--- src/rtl/rgb_fader.sv ---
// rgb_fader: six-hue RGB wheel with PWM channels, hard step or crossfade.
// Drives active-low RGB/LED pins; heartbeat LED toggles on each hue advance.
module rgb_fader #(
  parameter int HOLD_CYCLES = 12000000,
  parameter int STEP_CYCLES = 47000,
  parameter int PWM_BITS    = 8
) (
  input  logic       clk,
  input  logic       rst,
  input  logic       en,
  input  logic       mode,
  output logic       RGB_R,
  output logic       RGB_G,
  output logic       RGB_B,
  output logic       LED,
  output logic [2:0] color_idx,
  output logic       advance
);

  localparam logic [PWM_BITS-1:0] MAX = '1;

  localparam int HW =
    (HOLD_CYCLES > 1) ? $clog2(HOLD_CYCLES) : 1;
  localparam int SW =
    (STEP_CYCLES > 1) ? $clog2(STEP_CYCLES) : 1;

  localparam logic [HW-1:0] HOLD_LAST =
    HW'(HOLD_CYCLES - 1);
  localparam logic [SW-1:0] STEP_LAST =
    SW'(STEP_CYCLES - 1);

  typedef enum logic {
    S_HOLD = 1'b0,
    S_FADE = 1'b1
  } state_t;

  // Hue wheel: {R,G,B} lit flags for each index
  function automatic logic [2:0] f_hue(
    input logic [2:0] idx
  );
    logic [2:0] h;
    case (idx)
      3'd0:    h = 3'b100;
      3'd1:    h = 3'b110;
      3'd2:    h = 3'b010;
      3'd3:    h = 3'b011;
      3'd4:    h = 3'b001;
      3'd5:    h = 3'b101;
      default: h = 3'b100;
    endcase
    return h;
  endfunction

  function automatic logic [2:0] f_next(
    input logic [2:0] idx
  );
    return (idx == 3'd5) ? 3'd0 : idx + 3'd1;
  endfunction

  // One LSB toward the target, or hold if already there
  function automatic logic [PWM_BITS-1:0] f_step(
    input logic [PWM_BITS-1:0] cur,
    input logic [PWM_BITS-1:0] tgt
  );
    logic [PWM_BITS-1:0] n;
    if (cur < tgt)
      n = cur + 1'b1;
    else if (cur > tgt)
      n = cur - 1'b1;
    else
      n = cur;
    return n;
  endfunction

  state_t              r_state;
  logic [HW-1:0]       r_hold_cnt;
  logic [SW-1:0]       r_step_cnt;
  logic [PWM_BITS-1:0] r_pwm_cnt;
  logic [PWM_BITS-1:0] r_duty_r;
  logic [PWM_BITS-1:0] r_duty_g;
  logic [PWM_BITS-1:0] r_duty_b;
  logic [2:0]          r_color_idx;
  logic                r_advance;
  logic                r_led;
  logic                r_pin_r;
  logic                r_pin_g;
  logic                r_pin_b;

  logic [2:0]          w_hue;
  logic [2:0]          w_nidx;
  logic [2:0]          w_nhue;
  logic [PWM_BITS-1:0] w_tgt_r;
  logic [PWM_BITS-1:0] w_tgt_g;
  logic [PWM_BITS-1:0] w_tgt_b;
  logic [PWM_BITS-1:0] w_stp_r;
  logic [PWM_BITS-1:0] w_stp_g;
  logic [PWM_BITS-1:0] w_stp_b;
  logic                w_fade_done;
  logic                w_lit_r;
  logic                w_lit_g;
  logic                w_lit_b;

  // Current/next targets, fade step values and PWM compare
  always_comb begin
    w_hue   = f_hue(r_color_idx);
    w_nidx  = f_next(r_color_idx);
    w_nhue  = f_hue(w_nidx);
    w_tgt_r = {PWM_BITS{w_hue[2]}};
    w_tgt_g = {PWM_BITS{w_hue[1]}};
    w_tgt_b = {PWM_BITS{w_hue[0]}};
    w_stp_r = f_step(r_duty_r, w_tgt_r);
    w_stp_g = f_step(r_duty_g, w_tgt_g);
    w_stp_b = f_step(r_duty_b, w_tgt_b);
    w_fade_done = (w_stp_r == w_tgt_r) &&
                  (w_stp_g == w_tgt_g) &&
                  (w_stp_b == w_tgt_b);
    w_lit_r = (r_duty_r == MAX) ||
              (r_pwm_cnt < r_duty_r);
    w_lit_g = (r_duty_g == MAX) ||
              (r_pwm_cnt < r_duty_g);
    w_lit_b = (r_duty_b == MAX) ||
              (r_pwm_cnt < r_duty_b);
  end

  // Free-running PWM counter, independent of en
  always_ff @(posedge clk or posedge rst) begin
    if (rst)
      r_pwm_cnt <= '0;
    else
      r_pwm_cnt <= r_pwm_cnt + 1'b1;
  end

  // Registered active-low pin drives
  always_ff @(posedge clk or posedge rst) begin
    if (rst) begin
      r_pin_r <= 1'b1;
      r_pin_g <= 1'b1;
      r_pin_b <= 1'b1;
    end else begin
      r_pin_r <= ~w_lit_r;
      r_pin_g <= ~w_lit_g;
      r_pin_b <= ~w_lit_b;
    end
  end

  // Hold/fade sequencer with hue, duty and heartbeat state
  always_ff @(posedge clk or posedge rst) begin
    if (rst) begin
      r_state     <= S_HOLD;
      r_hold_cnt  <= '0;
      r_step_cnt  <= '0;
      r_duty_r    <= MAX;
      r_duty_g    <= '0;
      r_duty_b    <= '0;
      r_color_idx <= 3'd0;
      r_advance   <= 1'b0;
      r_led       <= 1'b1;
    end else begin
      r_advance <= 1'b0;
      if (en) begin
        case (r_state)
          S_HOLD: begin
            if (r_hold_cnt == HOLD_LAST) begin
              r_hold_cnt  <= '0;
              r_color_idx <= w_nidx;
              r_advance   <= 1'b1;
              r_led       <= ~r_led;
              if (mode) begin
                r_state    <= S_FADE;
                r_step_cnt <= '0;
              end else begin
                r_duty_r <= {PWM_BITS{w_nhue[2]}};
                r_duty_g <= {PWM_BITS{w_nhue[1]}};
                r_duty_b <= {PWM_BITS{w_nhue[0]}};
              end
            end else begin
              r_hold_cnt <= r_hold_cnt + 1'b1;
            end
          end
          S_FADE: begin
            if (r_step_cnt == STEP_LAST) begin
              r_step_cnt <= '0;
              r_duty_r   <= w_stp_r;
              r_duty_g   <= w_stp_g;
              r_duty_b   <= w_stp_b;
              if (w_fade_done) begin
                r_state    <= S_HOLD;
                r_hold_cnt <= '0;
              end
            end else begin
              r_step_cnt <= r_step_cnt + 1'b1;
            end
          end
          default: r_state <= S_HOLD;
        endcase
      end
    end
  end

  assign RGB_R     = r_pin_r;
  assign RGB_G     = r_pin_g;
  assign RGB_B     = r_pin_b;
  assign LED       = r_led;
  assign color_idx = r_color_idx;
  assign advance   = r_advance;

endmodule

--- config.mk ---
export PLATFORM = sky130hd
export DESIGN_NAME = rgb_fader
export DESIGN_NICKNAME = d
export VERILOG_FILES = /design/src/rtl/rgb_fader.sv
export SDC_FILE = /design/constraint.sdc
export NUM_CORES = 1
export LEC_CHECK = 0
export BUFFER_PORTS_ARGS = -buffer_cell sky130_fd_sc_hd__buf_2
export CAP_MARGIN = 5
export CORE_ASPECT_RATIO = 0.8
export CORE_UTILIZATION = 69
export DETAILED_ROUTE_END_ITERATION = 10
export HOLD_SLACK_MARGIN = 0.06
export MAX_ROUTING_LAYER = met4
export PLACE_DENSITY = 0.86
export SYNTH_ARGS = -nofsm -noshare
export SYNTH_HDL_FRONTEND = slang
export SYNTH_SLANG_ARGS = --single-unit
--- constraint.sdc ---
create_clock -name clk -period 12.9 [get_ports clk]
set_clock_uncertainty 0.1 [all_clocks]
set_input_delay 1.29 -clock clk [delete_from_list [all_inputs] [get_ports clk]]
set_output_delay 1.29 -clock clk [all_outputs]
set_load 0.01 [all_outputs]
# After elaboration in Yosys (flattened, before gate mapping)
# Cells that the tools add are included.
[totals]
ff_bits = 81
in_bits = 4
elab_cells = 106
[op_classes]
n_addsub = 10
order_cmp = 9
n_eq_ne = 23
mux = 37
bitwise = 5
reduce_logical = 9
[ops]
columns = ["cell", "n"]
rows = [
  ["$mux W8", 15],
  ["$mux W24", 3],
  ["$lt A8 B8 Y1", 6],
  ["$mux W16", 3],
  ["$pmux W24 S2", 1],
  ["$pmux W8 S2", 3],
  ["$add A8 B1 Y8 const B", 4],
  ["$pmux W16 S2", 1],
  ["$pmux W3 S5", 2],
  ["$add A24 B1 Y24 const B", 1],
  ["$eq A24 B24 Y1 const B", 1],
  ["$eq A8 B8 Y1", 3],
  ["$eq A8 B8 Y1 const B", 3],
  ["$gt A8 B8 Y1", 3],
  ["$sub A8 B1 Y8 const B", 3],
  ["$add A16 B1 Y16 const B", 1],
  ["$eq A16 B16 Y1 const B", 1],
  ["$eq A3 B2 Y1 const B", 4],
  ["$eq A3 B3 Y1 const B", 4],
  ["$reduce_and A3 Y1", 3],
  ["$mux W1", 7],
  ["$eq A3 B1 Y1 const B", 2],
  ["$ne A2 B2 Y1 const B", 3],
  ["$not A1 Y1", 5],
  ["7 further kinds", 11],
]

# Logic depth before layout (Yosys ltp)
[depth]
word_depth = 11
mapped_depth = 18

# Worst setup path before layout
# OpenSTA, ideal clock, no wires.
[synth_path]
path_type = "flip-flop to flip-flop"
startpoint = "reg r_color_idx[0], in the netlist color_idx[0]"
endpoint = "reg r_hold_cnt[19]"
setup_time_ns = 0.125
t_arrival_ns = 4.208
setup_slack_ns = 8.467
stages_incl_launch_ff = 18
cell_sequence = "dfrtp_1 > buf_4 > and2_1 > ha_1 > buf_2 > a21oi_1 > ha_1 > nor2b_1 > o211ai_1 > a21o_1 > buf_2 > a211oi_1 > or3_1 > and2_1 > or4_1 > a221oi_4 > buf_6 > o21ai_2"
[synth_between]
elab_chain_cells = 10
word_cells_on_any_way = 25
cone_classes = "6 x order compare; 9 x eq/ne; 7 x mux; 3 x reduce/logical"
[synth_rtl]
columns = ["element", "line", "source"]
rows = [
  ["start, declared", "82", "logic [2:0] r_color_idx;"],
  ["start signal, assigned", "165", "r_color_idx <= w_nidx;"],
  ["$eq A3 B3 Y1, or another cell as far along", "42", "case (idx)"],
  ["$pmux W3 S5 *", "42", ""],
  ["$gt A8 B8 Y1", "68", "else if (cur > tgt)"],
  ["$mux W8", "68", ""],
  ["$mux W8", "66", "if (cur < tgt)"],
  ["$eq A8 B8 Y1, on equally long branches", "114, 115", ""],
  ["$logic_and A1 B1 Y1", "114", "w_fade_done = (w_stp_r == w_tgt_r) &&"],
  ["$logic_and A1 B1 Y1 *", "115", "(w_stp_g == w_tgt_g) &&"],
  ["$ne A2 B1 Y1 (no source line) *", "-", ""],
  ["$reduce_and A3 Y1 (no source line) *", "-", ""],
  ["end signal, assigned", "177", "r_hold_cnt <= r_hold_cnt + 1'b1;"],
  ["end, declared", "76", "logic [HW-1:0] r_hold_cnt;"],
]
# Mark *: on every way between the ends. The rest lies on a longest branch, timed or not.
# A chain may end at the register's enable or synchronous reset.

# Worst setup path in the final report
[layout_path]
startpoint = "reg r_color_idx[0], in the netlist color_idx[0]"
endpoint = "reg r_hold_cnt[1]"
# The elaborated chain is that of the path after synthesis.

==> reports/results.ini <==
[worst_setup_path]
critPathLaunchType = flop
critPathCaptureType = flop
r2r_setup_slack_ps = 7770
cp.arrival_ps = 5220
worstPathMaxFanout = 25
r2r_cells = 14
cp_cell_sequence = and2_1, ha_1, a21oi_1, ha_1, nor2b_1, o211ai_1, a21o_1, a211oi_1, or3_1, and2_1, or4_1, a221oi_4, buf_4, o22ai_1
critPathSlowestCell = a21oi_1
required_ps = 12990
criticalPathCategory = flop to flop
critPathMaxStageDelay_ps = 670
rr_startpoint = color_idx[0]
reg2reg_to = r_hold_cnt[1]

[grt]
grt_antenna_before_repair = 0
grt_max_degree = 82
overflow = 0
grt_pass1_wl_microns = 26300
grt_pass1_vias = 5463
track_usage_pct = 36.7

[power]
irDropWorstVdd_mv = 0.115
leakage_uw = 0.00289
swShare_pct = 26.2
p_int_uw = 442
pwr-share-clk_pct = 43.0
seqPwrFrac_pct = 47.0
powerDensity_nw_per_um2 = 90.6
p_switching_uw = 157
combPwrFrac_pct = 10.0

[clocking]
clkTransAtPathRegs_ps = 70
post_cts_buffers = 0
cts_hold_buf = 0
cts_sinks = 81
htreeDepth = 3
worstSkewPairLatency_ps = 340
clock_path_buffers = 2
cts-root-buf = clkbuf_16
cts_tree = built
cts_resized = 0
cts_made_buffers = 9

[synthesis]
ys_seq_elements = 81
syn_area_per_cell_sq_um = 8.40
async_reset_ff_share_pct = 100
yosysTopAreaCell = dfrtp_1
ys.flop_type = dfrtp_1
yosys.area_share.simple_pct = 23.6
synth_area_sq_um = 6240
synth_fa_ha_area_share_pct = 9.22
ys_seq_area_share_pct = 32.7
synth-xor-area-share_pct = 4.05
synth_edf_count = 0
synthTopCellsByArea = dfrtp_1 28%, ha_1 9.2%, dfstp_2 5.1%
yosys_warnings = 0
synthesis.nets = 793
yosysTopAreaCellShare_pct = 27.7
syn_inst = 743
synth_compound_area_share_pct = 24.5
ys_types = 77
synth_top_family_by_area = compound AO/OA/AOI/OAI gates
synthMuxAreaShare_pct = 0.982

[placed_design]
place_hpwl_microns = 11200
gp_congestion = 0.956
numPortBuffers = 11
pre_cts_ws_ps = 7890

[finish]
antennaDiodeCount = 0
area_growth_pct = 5.97
final_nets = 786
layout_common_cells = 78 x nand2_1, 69 x dfrtp_1, 52 x a21oi_1, 46 x nor2_1, 46 x ha_1
final_common_cell = nand2_1
drive_gt1_share_pct = 9.72

[detailed_routing]
finalWirelength_microns = 16200
first_pass_iters = 6
ant_nets = 0
vias = 5971
route.detailed.drc = 0
viasPerCell = 7.00
drtIter0Drc = 703
wire_per_inst_microns = 18.9

[sta]
maxSlewHeadroom_pct = 24.5
fin_crit_ps = 5130
setup_viol = 0
rsz0062_at_grt = false
hold_viol = 0
max_freq_ghz = 0.195
tightest_slew_ps = 1120
fin_crit_sh_pct = 39.8
setup_ws_ps = 7770
tns_ps = 0
slew_violations = 0

[floorplan]
ios = 12
num_rows = 30
die_w_microns = 108
initial_core_util_pct = 72.3
dieArea_sq_um = 9430
chipHeight_microns = 87.1
core-area_sq_um = 8630

[outcome]
status = finished, final reports clean

[hold_path]
worstHoldPathType = flop to flop
min_to = RGB_G
hold_depth = 1
min_from = r_duty_g[7]

[flow_run]
drv_cap = 0

==> power by group through the flow <==
stage | Sequential (uW) | Combinational, uW | Clock, uW
floorplan | 280 | 48.1 | 0
global placement | 284 | 55.7 | 0
detailed placement | 285 | 58.5 | 0
CTS | 281 | 59.5 | 260
global route | 284 | 67.7 | 269
finish | 282 | 60.0 | 258
==> per-stage QoR <==
stage	hold slack, ps	cells	power, uW	area (sq um)	util, %
floorplan	342	743	328	6240	-
global placement	377	837	340	6310	73.1
detailed placement	394	837	344	6310	73.1
CTS	403	853	600	6610	76.6
global route	448	853	621	6610	76.6
finish	405	853	599	6610	76.6
==> worst max path at each step <==
stage,from,end,cells after the start
2_1_floorplan,color_idx[0],r_hold_cnt[19],17
3_3_place_gp,color_idx[0],r_state,14
3_5_place_dp,color_idx[0],r_hold_cnt[1],14
4_1_cts,color_idx[0],r_hold_cnt[1],14
5_1_grt,color_idx[0],r_hold_cnt[1],14
6_report,color_idx[0],r_hold_cnt[1],14
==> area by class of cell <==
cell class	instances	area [sq um]
Clock buffer	13	280
Clock inverter	3	22.5
Fill cell	612	2020
Inverter	38	144
Multi-Input combinational cell	590	3890
Sequential cell	81	2040
Tap cell	112	140
Timing Repair Buffer	16	92.6
==> kinds of logic after synthesis <==
group	Yosys count
simple gates	288
buf+inv	72
mux	6
xor+xnor	28
fa+ha+maj	46
compound gates	222
flops	81
==> registers in the layout, summed over array words and instances, names as in the netlist <==
register    cells
r_hold_cnt     24
r_step_cnt     16
r_duty_b        8
r_duty_g        8
r_duty_r        8
r_pwm_cnt       8
color_idx       3
LED             1
RGB_B           1
RGB_G           1
RGB_R           1
advance         1
r_state         1
==> cell usage after synthesis, types with 13 or more instances <==
cell type,n
xnor2_1,15
o21ai_0,32
clkbuf_1,22
inv_1,38
nand3_1,26
dfrtp_1,69
a21o_1,21
a31oi_1,18
a21oi_1,52
nor3_1,37
ha_1,46
nand2_1,78
nor2_1,46
and3_1,16
nand4_1,13
nor4_1,14
a211oi_1,17
==> layer usage <==
metal | vias up | GRT usage, % | wire length, microns
met2 | 321 | 56.7 | 7350
met3 | 44 | 8.68 | 1520
li1 | 2744 | - | -
met1 | 2862 | 48.6 | 6950
met5 | - | - | 0
met4 | 0 | 10.2 | 330
==> critical path: cells and delay by family (launching register included) <==
kind / cells / cell delay (ps)
DFF: 1 / 520
adders and majority gates: 2 / 670
AOI/OAI and AO/OA: 6 / 1840
buffers and inverters: 1 / 380
and+or+nand+nor: 5 / 1450
No activity file was read; power rests on OpenSTA's default activity.
